### src/rtl/cmd3_io_pkg.sv
// Shared definitions for the front-panel input conditioner.
// Holds the default stable time and the per-channel state view used by bench monitors.
package cmd3_io_pkg;

    localparam int unsigned DEBOUNCE_STABLE_DEF = 16;

    typedef struct packed {
        logic s1;
        logic s2;
        logic q;
    } deb_state_t;

endpackage

### src/rtl/debounce_ch.sv
// Single-channel synchroniser + debouncer with registered level and edge strobes.
// Optional sticky rise flag when DEBOUNCE_LATCH_EN is defined.
module debounce_ch
    import cmd3_io_pkg::*;
#(
    parameter int unsigned STABLE = DEBOUNCE_STABLE_DEF
) (
    input  logic clk,
    input  logic clrn,
    input  logic d_in,
    output logic q,
    output logic rise,
    output logic fall
`ifdef DEBOUNCE_LATCH_EN
    ,
    input  logic ack,
    output logic flag
`endif
);

    localparam int unsigned     CNT_W  = $clog2(STABLE);
    localparam logic [CNT_W-1:0] CntMax = CNT_W'(STABLE - 1);

    logic             s1_q, s2_q;
    logic [CNT_W-1:0] cnt_q, cnt_d;
    logic             q_q, q_d;
    logic             rise_q, rise_d;
    logic             fall_q, fall_d;

    // Any sample agreeing with the output restarts the stable-time window.
    always_comb begin
        cnt_d  = '0;
        q_d    = q_q;
        rise_d = 1'b0;
        fall_d = 1'b0;
        if (s2_q != q_q) begin
            if (cnt_q == CntMax) begin
                q_d    = s2_q;
                rise_d = s2_q;
                fall_d = ~s2_q;
            end else begin
                cnt_d = cnt_q + CNT_W'(1);
            end
        end
    end

    always_ff @(posedge clk) begin
        if (!clrn) begin
            s1_q   <= 1'b0;
            s2_q   <= 1'b0;
            cnt_q  <= '0;
            q_q    <= 1'b0;
            rise_q <= 1'b0;
            fall_q <= 1'b0;
        end else begin
            s1_q   <= d_in;
            s2_q   <= s1_q;
            cnt_q  <= cnt_d;
            q_q    <= q_d;
            rise_q <= rise_d;
            fall_q <= fall_d;
        end
    end

    assign q    = q_q;
    assign rise = rise_q;
    assign fall = fall_q;

`ifdef DEBOUNCE_LATCH_EN
    logic flag_q;

    // Set has priority so a rise is never lost to a coincident ack.
    always_ff @(posedge clk) begin
        if (!clrn) begin
            flag_q <= 1'b0;
        end else if (rise_d) begin
            flag_q <= 1'b1;
        end else if (ack) begin
            flag_q <= 1'b0;
        end
    end

    assign flag = flag_q;
`endif

endmodule

### src/rtl/input_debounce_sync.sv
// W-channel input conditioner feeding the DFF1 bank: sync, debounce, edge strobes.
// Define DEBOUNCE_LATCH_EN to add per-channel ack inputs and sticky rise flags.
module input_debounce_sync
    import cmd3_io_pkg::*;
#(
    parameter int unsigned W      = 1,
    parameter int unsigned STABLE = DEBOUNCE_STABLE_DEF
) (
    input  logic         clk,
    input  logic         clrn,
    input  logic [W-1:0] d_in,
    output logic [W-1:0] q,
    output logic [W-1:0] rise,
    output logic [W-1:0] fall
`ifdef DEBOUNCE_LATCH_EN
    ,
    input  logic [W-1:0] ack,
    output logic [W-1:0] flag
`endif
);

    for (genvar i = 0; i < W; i++) begin : g_ch
        debounce_ch #(
            .STABLE(STABLE)
        ) u_ch (
            .clk (clk),
            .clrn(clrn),
            .d_in(d_in[i]),
            .q   (q[i]),
            .rise(rise[i]),
            .fall(fall[i])
`ifdef DEBOUNCE_LATCH_EN
            ,
            .ack (ack[i]),
            .flag(flag[i])
`endif
        );
    end

endmodule
### config.mk
export PLATFORM = sky130hd
export DESIGN_NAME = input_debounce_sync
export DESIGN_NICKNAME = d
export VERILOG_FILES = /design/src/rtl/cmd3_io_pkg.sv /design/src/rtl/debounce_ch.sv /design/src/rtl/input_debounce_sync.sv
export SDC_FILE = /design/constraint.sdc
export NUM_CORES = 1
export LEC_CHECK = 0
export CAP_MARGIN = 10
export CORE_AREA = 2 2 39 41
export DETAILED_ROUTE_END_ITERATION = 10
export DIE_AREA = 0 0 41 43
export HOLD_SLACK_MARGIN = 0.02
export SLEW_MARGIN = 25
export SYNTH_ARGS = -nofsm -noshare
export SYNTH_HDL_FRONTEND = slang
export SYNTH_SLANG_ARGS = --single-unit
### constraint.sdc
create_clock -name clk -period 1.92 [get_ports clk]
set_input_delay 0.384 -clock clk [delete_from_list [all_inputs] [get_ports clk]]
set_output_delay 0.384 -clock clk [all_outputs]
set_load 0.01 [all_outputs]
[After elaboration in Yosys (flattened, before gate mapping)]
Cells that the tools add are included.
Operators by class
  add/subtract/negate cells: 1
  equality and inequality tests: 2
  bitwise operators: 3
  reduce and logical (&&, ||, !) cells: 3
Operator list (count)
  4-bit by 1-bit adder with 4-bit output, second input constant: 1
  4-bit == test, second input constant: 1
  1-bit inverter: 3
  3-bit AND reduction: 1
  3-bit OR reduction: 1
  2-bit AND reduction: 1
  1-bit inequality test: 1
Word-level totals
  input bits: 3
  flip-flop bits (word level): 9
  word-level logic and storage cells: 15
  output and inout bits: 3

[Longest topological paths before layout]
Gate-level depths: netlist of run 1.
  depth in word-level cells: 3
  depth in mapped cells: 4
  mapped depth without buffers: 4

[Worst setup path after synthesis of run 1]
No wires, ideal clock.
  path type: register -> register
  from: register g_ch[0].u_ch.cnt_q[0]
  to: register g_ch[0].u_ch.cnt_q[2]
  setup slack: 0.933 ns
  clock period less this slack: 0.987 ns
  buffers on the path: 0
  stages on the path, launching flop included: 4
  arrival time: 0.870 ns
  required time: 1.804 ns
  library setup time: 0.116 ns
  cell sequence: dfxtp_1 ha_1 xor2_1 and3_2
On the way
  word-level cells in the longest chain between the ends: 2
  elaborated cells on any way between the ends: 3
  classes of those cells: 1 x add/sub; 1 x eq/ne; 1 x reduce/logical
Ends and longest elaborated chain
  from (decl): line debounce_ch.sv:25  | logic [CNT_W-1:0] cnt_q, cnt_d;
  from (signal assigned): line debounce_ch.sv:58  | cnt_q <= cnt_d;
  parallel branches: the longest is 2 deep, another holds 4-bit by 1-bit adder with 4-bit output
Parallel ways; which one is timed is not known.
A chain may end at the register's enable or synchronous reset.

[Worst setup path in the final report of run 1]
  from: register g_ch[0].u_ch.q_q
  to: output q
RTL lines
  from (decl): line debounce_ch.sv:26  | logic q_q, q_d;
  from (signal assigned): line debounce_ch.sv:59  | q_q <= q_d;
  to (decl): line input_debounce_sync.sv:12  | output logic [W-1:0] q,
No word-level cell between the ends.

==> metrics.md, run 1 <==
| Metric | Value |
|---|---|
| Status | `complete, no violations` |
| Final hold viol count | `0` |
| Dpl cells | `49` |
| WL/cell | `8.85 um` |
| Die height | `43 um` |
| Post-Syn Area | `307 um2` |
| Unrepaired setup endpoints after global routing | `false` |
| Port bufs | `5` |
| CP required | `1.54 ns` |
| Setup-failing EPs final | `0` |
| Dpl ws | `0.589 ns` |
| Nets@finish | `42` |
| Synth unique cells | `12` |
| Post-Syn Nets | `32` |
| Antenna diodes | `0` |
| Commonest non-fill, non-tap cells in the layout | `9 x dfxtp_1, 5 x clkdlybuf4s50_1` |
| Core ar. | `0.00138 mm2` |
| GPL Wtd Cong | `0.685` |
| Mapped Avg Cell Area | `10.9 um2` |
| First-pass GRT wire length | `752 um` |
| GRT Util Overall | `0.0738` |
| Top Ports | `6` |
| CTS tree | `built` |
| PostCTS Resize Cnt | `0` |
| Hold Crit Class | `reg -> reg` |
| Postcts setup bufs | `0` |
| Max clock buf depth | `2` |
| Remaining DRCs | `0` |
| Detail Placement HPWL | `313 um` |
| Critical Path End | `q` |
| Hold Buf Count CTS | `0` |
| CP Cell Sequence | `clkdlybuf4s50_1` |
| Rel. slew slack | `0.878` |
| Post-DRT Antenna Nets | `0` |
| Leakage | `0.169 nW` |
| Post-synthesis sequential area ratio | `0.588` |
| Worst slew pin tran | `0.182 ns` |
| Vias in the first global route | `184` |
| Layout cells sized above 1 | `0.108` |
| Max Cap Viol | `0` |
| Minimum clock period | `1.60 ns` |
| Synthesized instance count | `28` |
| Die width | `41 um` |
| Clock Sink Count | `9` |
| Post-route setup slack | `0.321 ns` |
| Placed Area | `377 um2` |
| H-tree depth | `1` |
| R2r worst-path depth | `4` |
| Kind of end point of the critical path | `output port` |
| DIE AREA | `0.00176 mm2` |
| Antenna violations before repair | `0` |
| Clk pin slew, worst setup/hold paths | `0.06 ns` |
| DRT iter0 DRCs | `1` |
| Critical path peak fanout | `5` |
| Crit path max-delay family | `buffers and inverters` |
| Crit share post-route | `0.833` |
| Leading cell type in the layout, fill and taps excluded | `dfxtp_1` |
| Area grow syn2layout | `31.4%` |
| Max frequency | `0.625 GHz` |
| Root Buffer Master | `clkbuf_4` |
| Final Cell Area | `403 um2` |
| Worst path max stage delay | `0.56 ns` |
| Setup crit start kind | `flip-flop` |
| Stages on worst setup path | `1` |
| WP buf/inv | `1` |
| Warnings from Yosys | `0` |
| Synth top area share | `0.588` |
| Num rows | `14` |
| Slowest-stage cell, CP | `clkdlybuf4s50_1` |
| Synth area leader | `dfxtp_1` |
| Slew Limit Fails | `0` |
| Hold_sp | `g_ch[0].u_ch.s1_q` |
| Vias/cell | `4.02` |
| Worst r2r dst | `g_ch[0].u_ch.q` |
| Finished Layout Cells | `53` |
| Initial Utilization | `0.222` |
| Cells taking the most area after synthesis | `dfxtp_1 59%, xor2_1 8.6%, nand3_1 4.9%` |
| Reg2reg setup slack | `0.87 ns` |
| Worst EP arrival | `1.21 ns` |
| Setup TNS | `0 ns` |
| Largest net degree at the start of global routing | `7` |
| Final WL | `469 um` |
| Power Density | `866 mW/mm2` |
| Routed vias | `213` |
| CP startpoint | `g_ch[0].u_ch.q` |
| Flops & latches, synth | `9` |
| Pwr Total | `349 uW` |
| Setup CP Type | `reg -> out` |
| Maximum VDD drop | `0.307 mV` |
| CTS buffer count | `3` |
| GR Overflow Total | `0` |
| Final Skew | `0.00226 ns` |
| Worst reg2reg startpoint | `g_ch[0].u_ch.cnt_q[0]` |
| TritonRoute pass-1 iters | `2` |
| Worst skew pair latency | `0.26 ns` |
cells in the mapped netlist:
master,n
nor3b_1,2
mux2i_1,1
ha_1,1
dfxtp_1,9
and2_1,2
nand4_1,1
inv_1,1
nor2_1,3
nor2b_1,1
nand3_1,3
xor2_1,3
and3_2,1
cell families after synthesis:
kind of cell	count (synthesis)	share of synthesized area
xor+xnor	3	0.0857
flops	9	0.588
mux	1	0.0327
fa+ha+maj	1	0.0408
simple gates	13	0.241
buf+inv	1	0.0122
per-layer routing:
| metal | up-vias | routed length [um] | GRT usage |
|---|---|---|---|
| li1 | 111 | - | - |
| met1 | 93 | 223 | 0.0921 |
| met4 | 0 | 13 | 0.100 |
| met2 | 7 | 206 | 0.0656 |
| met5 | - | 0 | 0 |
| met3 | 2 | 26 | 0.0471 |
report_power, final:
part           switching, mW  leakage (nW)  internal (mW)
sequential           0.00157        0.0730          0.189
clock                 0.0686        0.0150         0.0803
combinational        0.00315        0.0806        0.00587
total                 0.0733         0.169          0.275
worst min path at each step:
stage	slack [ns]	cells past startpoint	to
2_1_floorplan	0.41	1	g_ch[0].u_ch.s2_q
3_3_place_gp	0.43	1	g_ch[0].u_ch.s2_q
3_5_place_dp	0.43	1	g_ch[0].u_ch.s2_q
4_1_cts	0.44	1	g_ch[0].u_ch.s2_q
5_1_grt	0.47	1	g_ch[0].u_ch.s2_q
6_report	0.44	1	g_ch[0].u_ch.s2_q
final cells by class:
cell class | count | area (um2)
fillers | 148 | 981
flip-flops and latches | 9 | 180
multi-input cells | 18 | 123
repair buffers | 5 | 50.0
clock buffers | 4 | 26.3
well taps | 16 | 20.0
inverters | 1 | 3.75
through the flow:
step	util	hold slack, ns
after global placement	0.272	0.431
after global routing	0.291	0.474
after floorplan	-	0.412
after CTS	0.291	0.442
final	0.291	0.440
after detailed placement	0.272	0.428
registers in the layout, indices dropped and copies added, names as in the netlist:
name / count
g_ch.u_ch.cnt_q: 4
g_ch.u_ch.fall: 1
g_ch.u_ch.q: 1
g_ch.u_ch.rise: 1
g_ch.u_ch.s1_q: 1
g_ch.u_ch.s2_q: 1
(Power assumes the default switching activity.)
==> run 2: changes to the inputs <==
Clock period 1.92 ns to 1.3 ns, I/O delays scaled along.
==> run 2 against run 1 <==
  * Via count decreased by 2.8%
  * Routed wire length unchanged
  * Clock power increased by 44%
  * Hold slack got worse by 0.0089 ns
  * Final area increased by 1.2%
  * Die area unchanged
  * Sequential power increased by 48%
  * Utilization increased by 0.36 points
  * Register-to-register slack got worse by 0.64 ns
  * Flip-flop and latch count unchanged
  * Clock skew increased by 0.0021 ns
  * Critical endpoint unchanged
==> metrics.md, run 2 (same netlist as run 1, synthesis figures left out) <==
| Metric | Value |
|---|---|
| Routed vias | `207 (-2.8%)` |
| Vias in the first global route | `195 (+6.0%)` |
| Final WL | `469 um (unchanged)` |
| H-tree depth | `1 (unchanged)` |
| WP buf/inv | `1 (unchanged)` |
| Final Util | `0.295 (+0.00362)` |
| Leakage | `0.188 nW (+12%)` |
| Fill cell count | `151 (+2.0%)` |
| R2r worst-path depth | `4 (unchanged)` |
| CTS tree | `built` |
| Clk pin slew, worst setup/hold paths | `0.06 ns (about the same)` |
| Worst EP arrival | `0.89 ns (-0.32 ns)` |
| Minimum hold slack | `0.431 ns (-0.00890 ns)` |
| Clock power frac | `0.419 (-0.008)` |
| Antenna violations before repair | `0 (unchanged)` |
| Rel. slew slack | `0.893 (+0.0145)` |
| Largest net degree at the start of global routing | `6 (-1)` |
| CP Cell Sequence | `dlygate4sd2_1` |
| Hold path cells | `1 (unchanged)` |
| Port bufs | `5 (unchanged)` |
| Flop pwr share | `0.550 (+0.003)` |
| Setup TNS | `0 ns (unchanged)` |
| Layout cells sized above 1 | `0.158 (+0.0498)` |
| Final hold viol count | `0 (unchanged)` |
| Worst path max stage delay | `0.36 ns (-0.20 ns)` |
| Maximum VDD drop | `0.409 mV (+33%)` |
| Die height | `43 um (unchanged)` |
| Logic pwr share | `0.030 (+0.004)` |
| Kind of end point of the critical path | `output port` |
| Area grow syn2layout | `33.1%` |
| DIE AREA | `0.00176 mm2 (unchanged)` |
| Post-route setup slack | `0.150 ns (-0.171 ns)` |
| GR Overflow Total | `0 (unchanged)` |
| Nets@finish | `43 (+2.4%)` |
| Dpl ws | `0.0962 ns (-0.493 ns)` |
| Clock Sink Count | `9 (unchanged)` |
| GRT Util Overall | `0.0626 (-0.0112)` |
| Hold_sp | `g_ch[0].u_ch.s1_q` |
| Num rows | `14 (unchanged)` |
| Critical path peak fanout | `5 (unchanged)` |
| GPL Wtd Cong | `0.694 (+1.4%)` |
| Setup crit start kind | `flip-flop` |
| CP required | `1.04 ns (-0.50 ns)` |
| Max frequency | `0.870 GHz` |
| WL/cell | `8.69 um (-1.9%)` |
| Setup-failing EPs final | `0 (unchanged)` |
| Slowest-stage cell, CP | `dfxtp_2` |
| Power Density | `1260 mW/mm2 (+45%)` |
| Initial Utilization | `0.222 (unchanged)` |
| Remaining DRCs | `0 (unchanged)` |
| Worst skew pair latency | `0.26 ns (about the same)` |
| Vias/cell | `3.83 (-4.6%)` |
| Max reg flops | `4 (unchanged)` |
| CTS buffer count | `3 (unchanged)` |
| Pint | `408 uW (+48%)` |
| Status | `complete, no violations` |
| Crit path max-delay family | `flip-flops` |
| Top Ports | `6 (unchanged)` |
| P_sw | `104 uW (+42%)` |
| WHS Endpoint | `g_ch[0].u_ch.s2_q` |
| Slew Limit Fails | `0 (unchanged)` |
| Max clock buf depth | `2 (unchanged)` |
| Hold Crit Class | `reg -> reg` |
| Die width | `41 um (unchanged)` |
| TritonRoute pass-1 iters | `1 (-1)` |
| First-pass GRT wire length | `696 um (-7.4%)` |
| Post-DRT Antenna Nets | `0 (unchanged)` |
| Minimum clock period | `1.15 ns` |
| Antenna diodes | `0 (unchanged)` |
| Max Cap Viol | `0 (unchanged)` |
| DRT iter0 DRCs | `0 (-1)` |
| Core ar. | `0.00138 mm2 (unchanged)` |
| Worst r2r dst | `g_ch[0].u_ch.q` |
| Reg2reg setup slack | `0.23 ns (-0.64 ns)` |
| Setup CP Type | `reg -> out` |
| Worst reg2reg startpoint | `g_ch[0].u_ch.cnt_q[0]` |
| Worst slew pin tran | `0.160 ns (-0.0217 ns)` |
| Crit share post-route | `0.885` |
| Final Skew | `0.00439 ns (+0.00214 ns)` |
| Largest reg by FF count | `g_ch.u_ch.cnt_q` |
| Leading cell type in the layout, fill and taps excluded | `dfxtp_1` |
| Root Buffer Master | `clkbuf_4` |
| Hold Buf Count CTS | `0 (unchanged)` |
| Unrepaired setup endpoints after global routing | `false` |
| Switch share | `0.203 (-0.00750)` |
run 2: timing repair:
| item | CTS | global route |
|---|---|---|
| gates resized for setup | 4 | 0 |
| endpoints found under the setup margin | 3 | 0 |
| setup buffers | 0 | 0 |
run 2: worst max path at each step:
stage,slack [ns],endpoint,startpoint,depth (start not counted)
floorplan,0.31,g_ch[0].u_ch.cnt_q[2],g_ch[0].u_ch.cnt_q[0],3
global placement,0.09,g_ch[0].u_ch.rise,clrn,3
detailed placement,0.1,q,g_ch[0].u_ch.q,1
CTS,0.14,q,g_ch[0].u_ch.q,1
global route,0.12,q,g_ch[0].u_ch.q,1
finish,0.15,q,g_ch[0].u_ch.q,1
run 2: layout make-up:
cell class | instances | area [um2] | area share
inverter | 1 | 3.75 | 0.00920
tap | 16 | 20.0 | 0.0491
multi-input combinational | 18 | 123 | 0.301
clock buffer | 4 | 26.3 | 0.0644
sequential | 9 | 181 | 0.445
timing repair buffer | 6 | 53.8 | 0.132
run 2: metrics by stage:
stage	instances	cell area (um2)	total power [mW]
2_1_floorplan	28	307	0.293
3_3_place_gp	50	384	0.303
3_5_place_dp	50	384	0.304
4_1_cts	54	408	0.521
5_1_grt	54	408	0.535
6_report	54	408	0.512
run 2: layer usage:
metal	up-vias	global-route usage	share of wire
met4	0	0.0600	0
met1	87	0.0656	0.46
met5	-	0	0
met3	0	0.0314	0.064
met2	5	0.0844	0.48
li1	115	-	-
run 2: power by group through the flow:
stage | combinational (mW) | sequential (mW) | clock (mW)
6_report | 0.0156 | 0.282 | 0.215
5_1_grt | 0.0173 | 0.282 | 0.236
4_1_cts | 0.0158 | 0.282 | 0.223
3_5_place_dp | 0.0156 | 0.288 | 0
3_3_place_gp | 0.0154 | 0.288 | 0
2_1_floorplan | 0.00511 | 0.288 | 0
==> run 3: changes to the inputs <==
Settings changed: SYNTH_HIERARCHICAL set to 1.
==> run 3 against run 2 <==
  * Non-clock buffer count stayed put
  * Critical path depth stayed put
  * Die area stayed put
  * Utilization is 0.090 points lower
  * Synthesized cell count stayed put
  * Sequential power hardly changed
  * Hold slack worse by 0.00088 ns
  * Synthesized area stayed put
  * Critical path type unchanged
  * Largest power group unchanged
  * Highest routed layer unchanged
==> metrics.md, run 3 <==
| Metric | Value |
|---|---|
| Status | `complete, no violations` |
| Flops & latches, synth | `9 (unchanged)` |
| DIE AREA | `0.00176 mm2 (unchanged)` |
| Final WL | `457 um (-2.6%)` |
| Post-Syn Nets | `32 (unchanged)` |
| WL/cell | `8.46 um (-2.6%)` |
| Slew Limit Fails | `0 (unchanged)` |
| Unrepaired setup endpoints after global routing | `false` |
| Setup TNS | `0 ns (unchanged)` |
| Warnings from Yosys | `6 (+6)` |
| Port bufs | `5 (unchanged)` |
| Post-Syn Area | `307 um2 (unchanged)` |
| Setup-failing EPs final | `0 (unchanged)` |
| Worst EP arrival | `0.93 ns (+0.04 ns)` |
| R2r worst-path depth | `4 (unchanged)` |
| Area grow syn2layout | `32.7%` |
| Cell with the most instances after synthesis | `dfxtp_1` |
| Hold path cells | `1 (unchanged)` |
| Synth unique cells | `12 (unchanged)` |
| Final Util | `0.294 (-0.000904)` |
| Synth top area share | `0.588 (unchanged)` |
| Final Cell Area | `407 um2 (-0.31%)` |
| Hold_sp | `g_ch[0].u_ch/s1_q` |
| WP buf/inv | `1 (unchanged)` |
| DRT iter0 DRCs | `8 (+8)` |
| Leading cell type in the layout, fill and taps excluded | `dfxtp_1` |
| TritonRoute pass-1 iters | `4 (+3)` |
| Setup CP Type | `reg -> out` |
| Maximum VDD drop | `0.489 mV (+20%)` |
| Synthesized instance count | `28 (unchanged)` |
| Largest reg by FF count | `g_ch.u_ch/cnt_q` |
| First-pass GRT wire length | `690 um (-0.86%)` |
| Layout cells sized above 1 | `0.132 (-0.0263)` |
| Worst path max stage delay | `0.39 ns (+0.03 ns)` |
| Final Skew | `0.000973 ns (-0.00342 ns)` |
| Minimum clock period | `1.19 ns (+0.0411 ns)` |
| Finished Layout Cells | `54 (unchanged)` |
| Post-synthesis sequential area ratio | `0.588 (unchanged)` |
| Worst r2r dst | `g_ch[0].u_ch/q` |
| Postcts setup bufs | `0 (unchanged)` |
| GRT Util Overall | `0.0627 (+0.0000633)` |
| Power Density | `1240 mW/mm2 (-1.4%)` |
| Core ar. | `0.00138 mm2 (unchanged)` |
| Number of flops mapped to enable cells by yosys | `0 (unchanged)` |
| Root Buffer Master | `clkbuf_4` |
| Hold Crit Class | `reg -> reg` |
| Rel. slew slack | `0.877 (-0.0162)` |
| Routed vias | `230 (+11%)` |
| Num rows | `14 (unchanged)` |
| Top Ports | `6 (unchanged)` |
| Worst slew pin tran | `0.185 ns (+0.0243 ns)` |
| CTS tree | `built` |
| Vias in the first global route | `188 (-3.6%)` |
| Initial Utilization | `0.222 (unchanged)` |
| CTS buffer count | `3 (unchanged)` |
| Placed Area | `384 um2 (unchanged)` |
| Dpl ws | `0.101 ns (+0.00484 ns)` |
| Leakage | `0.188 nW (-0.28%)` |
| Setup crit start kind | `flip-flop` |
| Remaining DRCs | `0 (unchanged)` |
| Detail Placement HPWL | `336 um` |
| Worst skew pair latency | `0.25 ns (about the same)` |
| Die height | `43 um (unchanged)` |
| Antenna violations before repair | `0 (unchanged)` |
| Kind of end point of the critical path | `output port` |
| Die width | `41 um (unchanged)` |
| Largest net degree at the start of global routing | `6 (unchanged)` |
| Critical path peak fanout | `5 (unchanged)` |
| Post-route setup slack | `0.109 ns (-0.0411 ns)` |
| Top_reg_cell synth | `dfxtp_1` |
| Crit share post-route | `0.916 (+0.0316)` |
| Clock Sink Count | `9 (unchanged)` |
| Max Cap Viol | `0 (unchanged)` |
| H-tree depth | `1 (unchanged)` |
| Max clock buf depth | `2 (unchanged)` |
| Final hold viol count | `0 (unchanged)` |
| GR Overflow Total | `0 (unchanged)` |
| Reg2reg setup slack | `0.23 ns (about the same)` |
| Post-DRT Antenna Nets | `0 (unchanged)` |
| Nets@finish | `43 (unchanged)` |
| Mapped Avg Cell Area | `10.9 um2 (unchanged)` |
| Max reg flops | `4 (unchanged)` |
| Synth async-reset ratio | `0 (unchanged)` |
| CP Cell Sequence | `dlygate4sd2_1` |
| Synth area leader | `dfxtp_1` |
| Slowest-stage cell, CP | `dfxtp_1` |
| Vias/cell | `4.26 (+11%)` |
| Antenna diodes | `0 (unchanged)` |
| Crit path max-delay family | `flip-flops` |
| GPL Wtd Cong | `0.694 (unchanged)` |
| Most common library cells after synthesis | `9 x dfxtp_1, 3 x nand3_1, 3 x nor2_1, 3 x xor2_1` |
| WHS Endpoint | `g_ch[0].u_ch/s2_q` |
| Cells taking the most area after synthesis | `dfxtp_1 59%, xor2_1 8.6%, nand3_1 4.9%` |
| Worst reg2reg startpoint | `g_ch[0].u_ch/cnt_q[0]` |
| Clk pin slew, worst setup/hold paths | `0.06 ns (about the same)` |
| Max frequency | `0.840 GHz (-3.5%)` |
| Dpl cells | `50 (unchanged)` |
| CP required | `1.04 ns (about the same)` |
run 3: cell counts in the layout (fill, tap and decap cells not counted):
No cell type changed its count.
run 3: worst max path at each step:
stage	from	to	slack (ns)	depth (start not counted)
2_1_floorplan	g_ch[0].u_ch/cnt_q[0]	g_ch[0].u_ch/cnt_q[2]	0.31	3
3_3_place_gp	clrn	g_ch[0].u_ch/rise	0.09	3
3_5_place_dp	g_ch[0].u_ch/q	q	0.10	1
4_1_cts	g_ch[0].u_ch/q	q	0.1	1
5_1_grt	g_ch[0].u_ch/q	q	0.07	1
6_report	g_ch[0].u_ch/q	q	0.11	1
run 3: timing repair:
action                                  4_1_cts  5_1_grt
endpoints found under the setup margin        3        0
hold endpoints to repair                      0        0
gates resized for setup                       3        0
hold buffers                                  0        0
run 3: cell type report:
type / count / area, um2
multi-input combinational: 18 / 123
tap: 16 / 20.0
fill: 149 / 977
clock buffer: 4 / 26.3
timing repair buffer: 6 / 53.8
inverter: 1 / 3.75
sequential: 9 / 180
run 3: kinds of logic (layout without fill, tap and decap cells):
group,count (synthesis),in the layout,share of synthesized area
xor+xnor,3,3,0.0857
fa+ha+maj,1,1,0.0408
buf+inv,1,11,0.0122
flops,9,9,0.588
mux,1,1,0.0327
simple gates,13,13,0.241
run 3: per-stage QoR:
stage	hold WS (ns)	total power, mW
after global routing	0.459	0.528
after CTS	0.437	0.513
after detailed placement	0.423	0.304
final	0.431	0.503
after global placement	0.422	0.303
after floorplan	0.382	0.293
run 3: power by group:
part,switching [mW],internal [mW]
Clock,0.0875,0.118
Sequential,0.00229,0.280
Combinational,0.00549,0.0105
Total,0.0952,0.408
run 3: per-layer routing:
metal  up-vias  GRT usage  part of all wire
met5         -          0                 0
met4         0     0.0600                 0
met3         0     0.0314             0.079
met2         9     0.0813              0.45
met1       105     0.0691              0.47
li1        116          -                 -
